===== config.mk =====
export PLATFORM = sky130hd
export DESIGN_NAME = fft8_frame_sequencer
export DESIGN_NICKNAME = d
export VERILOG_FILES = /design/src/rtl/fft8_frame_sequencer.sv
export SDC_FILE = /design/constraint.sdc
export NUM_CORES = 1
export LEC_CHECK = 0
export ABC_AREA = 1
export BUFFER_PORTS_ARGS = -buffer_cell sky130_fd_sc_hd__buf_4
export CORE_MARGIN = 2
export CORE_UTILIZATION = 50
export DETAILED_ROUTE_END_ITERATION = 12
export HOLD_SLACK_MARGIN = 0.08
export PLACE_DENSITY = 0.75
export SYNTH_ARGS = -nofsm -noshare
export SYNTH_HDL_FRONTEND = slang
export SYNTH_SLANG_ARGS = --single-unit

===== constraint.sdc =====
create_clock -name clk -period 7.4 [get_ports clk]
set_clock_uncertainty 0.15 [all_clocks]
set_input_delay 0.74 -clock clk [delete_from_list [all_inputs] [get_ports clk]]
set_output_delay 0.74 -clock clk [all_outputs]
set_load 0.01 [all_outputs]

===== src/rtl/fft8_frame_sequencer.sv =====
// rtl/fft8_frame_sequencer.sv - serial-to-parallel frame sequencer around the 8-point butterfly core
// Optional in_last framing check and sticky err_frame enabled by FFT_SEQ_LASTCHK_EN.
module fft8_frame_sequencer #(
  parameter int DW       = 8,
  parameter int PIPE_LAT = 1
) (
  input  logic            clk,
  input  logic            reset,
  input  logic [DW-1:0]   in_data,
  input  logic            in_valid,
  output logic            in_ready,
`ifdef FFT_SEQ_LASTCHK_EN
  input  logic            in_last,
  output logic            err_frame,
`endif
  output logic [8*DW-1:0] bf_x,
  output logic            bf_start,
  input  logic [8*DW-1:0] bf_X,
  output logic [DW-1:0]   out_data,
  output logic            out_valid,
  input  logic            out_ready,
  output logic            out_last,
  output logic            busy,
  output logic            frame_done,
  output logic [7:0]      frame_cnt
);

  typedef enum logic [1:0] {S_FILL, S_LAUNCH, S_WAIT, S_DRAIN} state_t;

  localparam logic [3:0] LAT = 4'(PIPE_LAT);

  state_t          state_q;
  logic [2:0]      in_cnt_q;
  logic [2:0]      out_cnt_q;
  logic [3:0]      wait_cnt_q;
  logic [7:0]      frame_cnt_q;
  logic            frame_done_q;
  logic            bf_start_q;
  logic            out_valid_q;
  logic            out_last_q;
  logic [DW-1:0]   samp_q [8];
  logic [DW-1:0]   res_q  [8];
  logic            in_xfer;
  logic            early_last;

  assign in_ready   = (state_q == S_FILL) && !reset;
  assign in_xfer    = in_valid && in_ready;
  assign bf_start   = bf_start_q;
  assign out_valid  = out_valid_q;
  assign out_last   = out_last_q;
  assign out_data   = res_q[out_cnt_q];
  assign busy       = (state_q != S_FILL) || (in_cnt_q != 3'd0);
  assign frame_done = frame_done_q;
  assign frame_cnt  = frame_cnt_q;

  for (genvar k = 0; k < 8; k++) begin : g_bf_x
    assign bf_x[DW*k +: DW] = samp_q[k];
  end

`ifdef FFT_SEQ_LASTCHK_EN
  logic err_q;
  assign early_last = in_last && (in_cnt_q != 3'd7);
  assign err_frame  = err_q;

  always_ff @(posedge clk) begin
    if (reset) begin
      err_q <= 1'b0;
    end else if (in_xfer && (early_last || ((in_cnt_q == 3'd7) && !in_last))) begin
      err_q <= 1'b1;
    end
  end
`else
  assign early_last = 1'b0;
`endif

  always_ff @(posedge clk) begin
    if (reset) begin
      state_q      <= S_FILL;
      in_cnt_q     <= 3'd0;
      out_cnt_q    <= 3'd0;
      wait_cnt_q   <= 4'd0;
      frame_cnt_q  <= 8'd0;
      frame_done_q <= 1'b0;
      bf_start_q   <= 1'b0;
      out_valid_q  <= 1'b0;
      out_last_q   <= 1'b0;
      for (int k = 0; k < 8; k++) begin
        samp_q[k] <= '0;
        res_q[k]  <= '0;
      end
    end else begin
      frame_done_q <= 1'b0;
      bf_start_q   <= 1'b0;
      case (state_q)
        S_FILL: begin
          if (in_xfer) begin
            samp_q[in_cnt_q] <= in_data;
            if (early_last) begin
              in_cnt_q <= 3'd0;
            end else if (in_cnt_q == 3'd7) begin
              in_cnt_q   <= 3'd0;
              state_q    <= S_LAUNCH;
              bf_start_q <= 1'b1;
            end else begin
              in_cnt_q <= in_cnt_q + 3'd1;
            end
          end
        end
        S_LAUNCH: begin
          wait_cnt_q <= LAT;
          // Zero-latency core: its result is already on bf_X during the start pulse.
          if (PIPE_LAT == 0) begin
            for (int k = 0; k < 8; k++) res_q[k] <= bf_X[DW*k +: DW];
            state_q     <= S_DRAIN;
            out_valid_q <= 1'b1;
            out_last_q  <= 1'b0;
          end else begin
            state_q <= S_WAIT;
          end
        end
        S_WAIT: begin
          wait_cnt_q <= wait_cnt_q - 4'd1;
          if (wait_cnt_q == 4'd1) begin
            for (int k = 0; k < 8; k++) res_q[k] <= bf_X[DW*k +: DW];
            state_q     <= S_DRAIN;
            out_valid_q <= 1'b1;
            out_last_q  <= 1'b0;
          end
        end
        S_DRAIN: begin
          if (out_ready) begin
            out_cnt_q  <= out_cnt_q + 3'd1;
            out_last_q <= (out_cnt_q == 3'd6);
            if (out_cnt_q == 3'd7) begin
              out_cnt_q    <= 3'd0;
              state_q      <= S_FILL;
              out_valid_q  <= 1'b0;
              frame_done_q <= 1'b1;
              frame_cnt_q  <= frame_cnt_q + 8'd1;
            end
          end
        end
        default: state_q <= S_FILL;
      endcase
    end
  end

endmodule


After elaboration in Yosys (flattened, before gate mapping):

Memories as Yosys holds them, arrays and structs flattened. A register that Yosys moved wholly into a read port is not among the register bits.
Cells that the tools add are included.
Widths: inputs -> output; s select.

* RAM bits: 128
* register bits after elaboration: 24
* output and inout bits: 86
* memories: 2

Memories
* res_q: words 8, bits a word 8, read ports 1, clocked after memory_dff 1, write ports 8, RTL line 42 `logic [DW-1:0] res_q [8];`
* samp_q: words 8, bits a word 8, read ports 8, clocked after memory_dff 0, write ports 8, RTL line 41 `logic [DW-1:0] samp_q [8];`

* add/sub/neg operators: 4
* reduce and logical (&&, ||, !) cells: 18
* equal/unequal tests: 12
* muxes and demuxes: 41
* bitwise operators: 12

Operator list (count)
* $mux 8: 9
* $mux 1: 18
* $mux 3: 5
* $mux 2: 5
* $eq 3x3->1 const B: 3
* $add 8x1->8 const B: 1
* $ne 2x2->1 const B: 4
* $or 1x1->1: 8
* $pmux 2 s4: 1
* $pmux 4 s2: 1
* $reduce_or 8->1: 1
* $add 3x1->3 const B: 2
* $reduce_and 3->1: 2
* $reduce_bool 2->1: 3
* $reduce_or 3->1: 2
* $reduce_and 5->1: 1
* $eq 2x2->1 const B: 2
* $eq 4x1->1 const B: 1
* $not 1->1: 4
* $pmux 1 s2: 2
* $reduce_and 2->1: 2
* $reduce_and 4->1: 1
* $sub 4x1->4 const B: 1
* $reduce_bool 3->1: 1
* 6 further kinds: 7

Depth between registers and ports, before layout:

Gate-level depths: netlist of the first run.

* word-level depth: 9
* mapped depth: 9
* gate-level depth less buffers: 9

Least setup slack after synthesis of the first run:

OpenSTA, ideal clock, no wires.

* kind: register to register
* from: reg state_q[0]
* to: mem res_q[0][0], enable pin
* slack: 1456 ps
* library setup time: 574 ps
* arrival: 5220 ps
* clock period less this slack: 5944 ps
* cell stages (with the launch flop): 5
* cell sequence: dfxtp_1 > inv_1 > ha_1 > inv_1 > o21ai_0

RTL lines
* start, declared: RTL line 32 `state_t state_q;`
* start signal, assigned: RTL line 78 `state_q <= S_FILL;`
* start signal, assigned: RTL line 102 `state_q <= S_LAUNCH;`
* start signal, assigned: RTL line 114 `state_q <= S_DRAIN;`
* end, declared: RTL line 42

==> summary.md, run 1 <==
| Metric | Value |
|---|---|
| Status | `complete, no violations` |
| Starting Density | `50.9%` |
| Flops & latches, synth | `155` |
| Initial antenna violation count | `0` |
| Routed len/inst | `15.5 µm` |
| Max_cap viols | `0` |
| Total negative slack | `0 ns` |
| Mapped cell area | `0.00671 mm²` |
| Global route total overflow | `0` |
| Synth cell types | `28` |
| Clk_lat worst skew | `0.42 ns` |
| Worst Path Arrival | `2.83 ns` |
| Fin util | `65.9%` |
| Post-synth EDFFs | `128` |
| First-pass GRT wire length | `24600 µm` |
| Final non-filler cell total | `1020` |
| Ys async rst share | `0%` |
| Initial DRT Pass Iterations | `5` |
| Most common cell after layout, fill and taps aside | `nor2_1` |
| Relative slew slack | `32.2%` |
| CP max-delay cell | `dfxtp_1` |
| Final net count | `920` |
| Pin count of the biggest net entering global routing | `65` |
| Final ANT Viol Nets | `0` |
| Final Wtd Congestion | `0.873` |
| Rows | `42` |
| Register clock-pin slew on the reported worst setup and hold paths | `0.07 ns` |
| Placed Instances | `988` |
| Worst Hold Class | `reg -> reg` |
| Worst path bufs/invs | `2` |
| Total power | `2.04 mW` |
| Design area | `0.00869 mm²` |
| Port bufs | `161` |
| CTS Root Buffer Type | `clkbuf_16` |
| Vias per cell | `5.00` |
| Vias in the first global route | `5019` |
| Total GRT Usage | `22.5%` |
| Final min period | `3.72 ns` |
| DRT Wirelength | `15800 µm` |
| Critical Path, Cell by Cell | `inv_1 > o21ai_0 > o21ai_0 > nand2_1 > nand2_1 > buf_4` |
| CTS tree | `built` |
| Die width | `120 µm` |
| Largest fanout on the critical path | `33` |
| Clk sinks | `155` |
| DR vias | `5096` |
| Final worst-path cycle share | `50.3%` |
| Worst slew pin tran | `1.02 ns` |
| Leakage power | `4.12 nW` |
| Die height | `120 µm` |
| Crit path largest cell delay | `0.99 ns` |
| Longest Clk Path Bufs | `2` |
| Final setup viols | `0` |
| CTS buffer count | `17` |
| Critical path class | `reg -> out` |
| Post-DP HPWL | `11000 µm` |
| Most used flip-flop cell after synthesis | `edfxtp_1` |
| Max VDD drop | `0.000159 V` |
| Die ar. | `0.0144 mm²` |
| Yosys top cell area share | `57.3%` |
| Resized Gates After CTS | `0` |
| Syn nets | `758` |
| Synth area leaders | `edfxtp_1 (57%), nor2_1 (11%), dfxtp_1 (8.1%)` |
| Residual DRC | `0` |
| CP endpoint kind | `output port` |
| Cell taking the most area after synthesis | `edfxtp_1` |
| Core area | `0.0132 mm²` |
| RSZ-0062 raised after global routing | `false` |
| DP Area | `0.00806 mm²` |
| Final hold viol count | `0` |
| Number of diodes | `0` |
| First-iteration detailed-routing DRC count | `515` |
| Postcts setup bufs | `0` |
| Syn-to-layout area delta | `29.6%` |
| Layout cells sized above 1 | `25.0%` |
| Crit path max-delay family | `flip-flops` |
| Fmax | `268 MHz` |
| Syn Area/Cell | `10.0 µm²` |
| PD cells | `234 mW/mm²` |
| WP data required | `6.51 ns` |
| Ys Warns | `0` |
| Io pins | `162` |
| Hold Buf Count CTS | `0` |
| Htree depth | `4` |
| CP Launch Type | `register` |
| Commonest cells after routing, fill and taps aside | `nor2_1 (200), buf_4 (163), edfxtp_1 (128), inv_1 (101), nand2_1 (70)` |
| Max Slew Vio Count | `0` |
| Post-synthesis sequential area ratio | `65.3%` |
| Syn Inst Count | `669` |
[power breakdown]
group          leakage (nW)  internal (mW)  total, mW  switching [mW]
clock                 0.306          0.544      0.914           0.371
sequential             1.54          0.976      0.988          0.0122
combinational          2.28         0.0600      0.136          0.0759
[tightest hold or removal path, delay by kind of cell, from the launching register on]
| kind | cells | cell delay (ns) |
|---|---|---|
| AO/OA/AOI/OAI | 1 | 0.06 |
| flip-flops | 1 | 0.33 |
| AND/OR/NAND/NOR | 1 | 0.06 |
[cell families (layout without fill, tap and decap cells)]
kind of cell               Yosys count  count (layout)  synth area share, %
and+or+nand+nor                    303             303                 19.2
DFF                                155             155                 65.3
buffers and inverters              122             297                 7.24
AOI/OAI and AO/OA                   76              76                 5.76
adders and majority gates           13              13                 2.42
[Yosys cell counts, types with 7 or more instances]
master,number
nor2_1,200
a21oi_1,15
o21ai_0,54
nand2_1,70
buf_2,10
ha_1,13
clkbuf_1,7
nand3_1,7
edfxtp_1,128
dfxtp_1,27
nand2_4,9
inv_1,101
[registers in the layout, indices dropped and copies added, names as in the netlist, named ones only]
name / flops
bf_start: 1
frame_cnt: 8
frame_done: 1
in_cnt_q: 3
out_cnt_q: 3
out_last: 1
out_valid: 1
res_q: 64
samp_q: 64
state_q: 2
wait_cnt_q: 4
[through the flow]
| stage | worst slack, ns | hold WS (ns) |
|---|---|---|
| finish | 3.68 | 0.344 |
| global route | 3.39 | 0.366 |
| CTS | 3.66 | 0.344 |
| detailed placement | 4.14 | 0.332 |
| global placement | 4.33 | 0.326 |
| floorplan | 1.46 | 0.307 |
[cell type report]
type                    instances  area (µm²)
fillers                      1062        4500
flip-flops and latches        155        4380
multi-input cells             392        1850
repair buffers                163        1220
clock buffers                  17         425
inverters                     102         383
well taps                     176         220
clock inverters                15         208
[layer usage]
layer	GRT usage, %	routed length (µm)	vias to the layer above
met5	0	0	-
met4	9.78	539	0
met3	7.13	1140	35
met2	39.1	8140	200
met1	25.4	5950	2393
li1	-	-	2468
[path summary, 6_finish.rpt]
kind | from | endpoint | slack, ns | cells past startpoint
hold / removal | wait_cnt_q[1] | wait_cnt_q[1] | 0.34 | 2
setup reg to reg | state_q[0] | res_q[6][3] | 5.20 | 5
setup / recovery | register | out_data[7] | 3.68 | 6
hold reg to reg | wait_cnt_q[1] | wait_cnt_q[1] | 0.34 | 2
Power figures use the tool's default switching activity.
==> run 2: changes to the inputs <==
- clock period: 7.4 -> 3.8 ns (I/O delays scaled with it)
==> summary.md, run 2 (synthesized netlist as in run 1, its figures left out) <==
| Metric | Value |
|---|---|
| Worst Hold Class | `in -> reg` |
| Residual DRC | `0 (unchanged)` |
| Hold Startpoint | `bf_X[49]` |
| R2R depth | `5 (unchanged)` |
| Htree depth | `4 (unchanged)` |
| Comb power frac | `7.0% (+0.3 points)` |
| Io pins | `162 (unchanged)` |
| Register clock-pin slew on the reported worst setup and hold paths | `0.06 ns (about the same)` |
| Largest fanout on the critical path | `33 (unchanged)` |
| CTS tree | `built` |
| RSZ-0062 raised after global routing | `false` |
| Total power | `3.79 mW (+86%)` |
| CP Launch Type | `register` |
| Vias in the first global route | `5215 (+3.9%)` |
| Sw Ratio | `22.6% (+0.066 points)` |
| Worst Path Arrival | `2.23 ns (-0.60 ns)` |
| Hold slack | `0.108 ns (-0.236 ns)` |
| WP data required | `3.27 ns (-3.24 ns)` |
| Port bufs | `161 (unchanged)` |
| Final min period | `2.76 ns` |
| PD cells | `438 mW/mm² (+87%)` |
| Relative slew slack | `35.8% (+3.6 points)` |
| CP max-delay cell | `inv_1` |
| Number of diodes | `0 (unchanged)` |
| Routed len/inst | `15.6 µm (+0.92%)` |
| Critical path class | `reg -> out` |
| Final ANT Viol Nets | `0 (unchanged)` |
| Fmax | `363 MHz` |
| Post-route setup slack | `1.04 ns (-2.63 ns)` |
| DR vias | `5056 (-0.78%)` |
| DP Worst Slack | `1.31 ns (-2.83 ns)` |
| First-pass GRT wire length | `25100 µm (+1.8%)` |
| Hold endpoint | `res_q[6][1]` |
| Syn-to-layout area delta | `28.9%` |
| Critical Path, Cell by Cell | `buf_4 > inv_1 > o21ai_0 > o21ai_0 > nand2_1 > nand2_1 > buf_4` |
| Crit. path cell count | `7 (+1)` |
| Psw | `0.856 mW (+86%)` |
| Clk sinks | `155 (unchanged)` |
| Core area | `0.0132 mm² (unchanged)` |
| Layout cells sized above 1 | `24.9% (-0.059 points)` |
| Commonest cells after routing, fill and taps aside | `nor2_1 (200), buf_4 (165), edfxtp_1 (128), inv_1 (101), nand2_1 (70)` |
| Internal cell power | `2.93 mW (+86%)` |
| DRT Wirelength | `15900 µm (+1.1%)` |
| CTS Root Buffer Type | `clkbuf_16` |
| Max_cap viols | `0 (unchanged)` |
| Leakage power | `4.10 nW (-0.54%)` |
| Crit path largest cell delay | `0.65 ns (-0.34 ns)` |
| Max Slew Vio Count | `0 (unchanged)` |
| Die height | `120 µm (unchanged)` |
| Flop pwr share | `50.8% (+2.3 points)` |
| Crit path max-delay family | `buffers and inverters` |
| Initial DRT Pass Iterations | `7 (+2)` |
| Worst hold path depth | `3 (+1)` |
| Longest Clk Path Bufs | `2 (unchanged)` |
| Worst path bufs/invs | `3 (+1)` |
| Total GRT Usage | `23.0% (+0.51 points)` |
| Final hold viol count | `0 (unchanged)` |
| CTS buffer count | `17 (unchanged)` |
| Final setup viols | `0 (unchanged)` |
| Worst R2R Setup Slack | `1.30 ns (-3.90 ns)` |
| Postcts setup bufs | `0 (unchanged)` |
| Post-DP HPWL | `11400 µm (+3.3%)` |
| Vias per cell | `4.95 (-0.98%)` |
| Final worst-path cycle share | `72.6%` |
| RR Endpoint | `res_q[7][2]` |
| Initial antenna violation count | `0 (unchanged)` |
| Final net count | `922 (+0.22%)` |
| Worst r2r src | `state_q[0]` |
| Die ar. | `0.0144 mm² (unchanged)` |
| Clk_lat worst skew | `0.41 ns (about the same)` |
| Final Wtd Congestion | `0.870 (-0.37%)` |
| Worst slew pin tran | `0.962 ns (-0.0541 ns)` |
| Die width | `120 µm (unchanged)` |
| Total negative slack | `0 ns (unchanged)` |
| Status | `complete, no violations` |
| Max VDD drop | `0.000330 V (+110%)` |
| Resized Gates After CTS | `0 (unchanged)` |
| Most common cell after layout, fill and taps aside | `nor2_1` |
| First-iteration detailed-routing DRC count | `492 (-4.5%)` |
| Starting Density | `50.9% (unchanged)` |
| Clock Power Share | `42.2% (-2.7 points)` |
| Global route total overflow | `0 (unchanged)` |
| Rows | `42 (unchanged)` |
| Pin count of the biggest net entering global routing | `50 (-23%)` |
| Hold Buf Count CTS | `0 (unchanged)` |
| CP endpoint kind | `output port` |
## run 2: cell count changes in the layout (fill, tap and decap cells not counted), sizes merged
| cell | previous run | this run |
|---|---|---|
| buf | 163 | 165 |
| bufinv | 3 | 1 |
| clkbuf | 17 | 18 |
| clkinvlp | 1 | 2 |
## run 2: worst register-to-register path: stages, from the launching register on
cell	delay (ns)
dfxtp_1	0.34
inv_1	0.11
ha_1	0.27
inv_1	0.14
o21ai_4	0.76
buf_4	0.42
## run 2: how the worst max path moves through the flow
| stage | startpoint | endpoint | slack, ns |
|---|---|---|---|
| after CTS | register | out_data[3] | 1.08 |
| after floorplan | state_q[0] | res_q[0][0] | 0.80 |
| after global routing | register | out_data[7] | 0.79 |
| after global placement | state_q[0] | res_q[4][1] | 1.45 |
| final | register | out_data[1] | 1.04 |
| after detailed placement | state_q[0] | res_q[4][1] | 1.31 |
## run 2: stage by stage
stage	cell area, µm²	instances	utilization, %
5_1_grt	8640	1022	65.5
3_5_place_dp	8080	990	61.2
4_1_cts	8640	1022	65.5
3_3_place_gp	8080	990	61.2
2_1_floorplan	6710	669	-
6_report	8640	1022	65.5
## run 2: layer usage
metal,wire length [µm],up-vias,GRT usage (%)
li1,-,2470,-
met1,6010,2357,26.2
met2,8260,198,39.9
met3,1200,31,6.32
met4,478,0,11.3
met5,0,-,0
## run 2: power by group through the flow
stage                     sequential [mW]  clock (mW)  combinational, mW
final                                1.93        1.60              0.265
after global placement               1.96           0              0.259
after detailed placement             1.96           0              0.265
after floorplan                      1.97           0             0.0951
after global routing                 1.93        1.68              0.288
after CTS                            1.93        1.62              0.266
## run 2: cell type report
cell class              count  area, µm²
multi-input cells         392       1850
clock inverters            14        139
fillers                  1052       4550
flip-flops and latches    155       4380
repair buffers            165       1240
inverters                 102        383
well taps                 176        220
clock buffers              18        429
==> run 3: changes to the inputs <==
- CORE_UTILIZATION: 50 -> 48
- PLACE_DENSITY: 0.75 -> 0.76
- clock period: 3.8 -> 2.38 ns (I/O delays scaled with it)
==> summary.md, run 3 (synthesized netlist as in run 1, its figures left out) <==
| Metric | Value |
|---|---|
| Status | `complete, no violations` |
| Max VDD drop | `0.000570 V (+73%)` |
| Final setup viols | `0 (unchanged)` |
| Final worst-path cycle share | `93.7%` |
| Final hold viol count | `0 (unchanged)` |
| Leakage power | `4.41 nW (+7.6%)` |
| Die width | `122 µm (+2.0%)` |
| Layout cells sized above 1 | `24.0% (-0.89 points)` |
| Port bufs | `161 (unchanged)` |
| Io pins | `162 (unchanged)` |
| DR vias | `5399 (+6.8%)` |
| CTS Root Buffer Type | `clkbuf_16` |
| Reg area | `0.00439 mm² (about the same)` |
| WP data required | `1.99 ns (-1.28 ns)` |
| Pin count of the biggest net entering global routing | `50 (unchanged)` |
| Clk sinks | `155 (unchanged)` |
| Residual DRC | `0 (unchanged)` |
| Total power | `6.12 mW (+61%)` |
| DRT Wirelength | `16800 µm (+5.6%)` |
| Starting Density | `48.7% (-2.2 points)` |
| Max Slew Vio Count | `0 (unchanged)` |
| Multi-input gate area in the final layout | `0.00185 mm² (unchanged)` |
| Clk_lat worst skew | `0.42 ns (about the same)` |
| Global route total overflow | `0 (unchanged)` |
| Routed len/inst | `15.3 µm (-1.9%)` |
| Max_cap viols | `0 (unchanged)` |
| Initial antenna violation count | `1 (+1)` |
| Fmax | `449 MHz` |
| Final Wtd Congestion | `0.778 (-11%)` |
| CP max-delay cell | `dfxtp_2` |
| Total negative slack | `0 ns (unchanged)` |
| First-iteration detailed-routing DRC count | `400 (-19%)` |
| Vias per cell | `4.91 (-0.79%)` |
| Die ar. | `0.0149 mm² (+4.0%)` |
| Critical path class | `reg -> out` |
| CP endpoint kind | `output port` |
| Rows | `43 (+2.4%)` |
| Most common cell after layout, fill and taps aside | `nor2_1` |
| Relative slew slack | `54.8% (+19 points)` |
| Post-DP HPWL | `10700 µm (-6.2%)` |
| Total GRT Usage | `22.8% (-0.18 points)` |
| Commonest cells after routing, fill and taps aside | `nor2_1 (200), buf_4 (166), edfxtp_1 (128), inv_1 (100), nand2_1 (70)` |
| CTS tree | `built` |
| Worst Hold Class | `in -> reg` |
| Critical Path, Cell by Cell | `clkinvlp_4 > buf_4 > o21ai_0 > o21ai_0 > nand2_1 > nand2_1 > buf_4` |
| Longest Clk Path Bufs | `2 (unchanged)` |
| Syn-to-layout area delta | `40.1%` |
| Initial DRT Pass Iterations | `5 (-2)` |
| Htree depth | `4 (unchanged)` |
| First-pass GRT wire length | `25600 µm (+2.3%)` |
| # fillers | `1021 (-2.9%)` |
| Die height | `122 µm (+2.0%)` |
| CTS buffer count | `17 (unchanged)` |
| RSZ-0062 raised after global routing | `false` |
| Final ANT Viol Nets | `0 (unchanged)` |
| CP Launch Type | `register` |
| Largest fanout on the critical path | `12 (-64%)` |
| Core area | `0.0138 mm² (+4.4%)` |
| Worst slew pin tran | `0.675 ns (-0.287 ns)` |
| Register clock-pin slew on the reported worst setup and hold paths | `0.06 ns (about the same)` |
| Vias in the first global route | `5253 (+0.73%)` |
| Crit path largest cell delay | `0.39 ns (-0.26 ns)` |
| Final min period | `2.23 ns` |
| PD cells | `651 mW/mm² (+48%)` |
| Worst Path Arrival | `1.84 ns (-0.39 ns)` |
| Final net count | `995 (+7.9%)` |
run 3: final timing paths:
path,startpoint,cells past startpoint,slack (ns),endpoint
max,register,7,0.15,out_data[3]
min,in_data[2],3,0.14,samp_q[7][2]
max reg2reg,state_q[0],5,0.29,res_q[5][0]
min reg2reg,wait_cnt_q[1],2,0.34,wait_cnt_q[1]
run 3: area by class of cell:
class,instances,area share [%]
timing repair inverter,1,0.0533
clock buffer,17,4.53
inverter,102,4.11
timing repair buffer,237,21.2
antenna,1,0.0266
tap,180,2.40
sequential,155,46.7
multi-input combinational,392,19.7
clock inverter,15,1.37
run 3: metrics by stage:
stage | util, % | instance area [µm²] | instances | hold WS, ns | setup WS [ns]
after floorplan | - | 6720 | 669 | 0.283 | 0.0219
after global placement | 59.2 | 8150 | 998 | 0.322 | 0.335
after detailed placement | 59.2 | 8150 | 998 | 0.325 | 0.293
after CTS | 68.1 | 9370 | 1097 | 0.119 | 0.0852
after global routing | 68.2 | 9400 | 1100 | 0.148 | 0.0735
final | 68.2 | 9400 | 1100 | 0.139 | 0.150
run 3: critical path, delay by kind of cell (launching register included):
family	cells	cell delay [ns]
buffers and inverters	3	0.59
flip-flops	1	0.39
AO/OA/AOI/OAI	2	0.33
AND/OR/NAND/NOR	2	0.12
run 3: routing by layer:
metal | vias up | track usage, % | wire (µm)
met5 | - | 0 | 0
met2 | 194 | 40.2 | 8840
met3 | 37 | 4.97 | 893
li1 | 2618 | - | -
met4 | 0 | 11.0 | 457
met1 | 2550 | 26.4 | 6650
run 3: where the power goes:
part	total [mW]	internal (mW)	leakage (nW)	switching, mW
logic	0.525	0.265	2.61	0.260
registers	3.07	3.03	1.54	0.0365
clock network	2.52	1.37	0.266	1.15
total	6.12	4.67	4.41	1.45
run 3: timing repair:
item,in CTS,in global routing
hold buffers,67,0
gates resized for setup,0,4
setup endpoints to repair,0,3
endpoints found under the hold margin,76,0
setup buffers,0,1
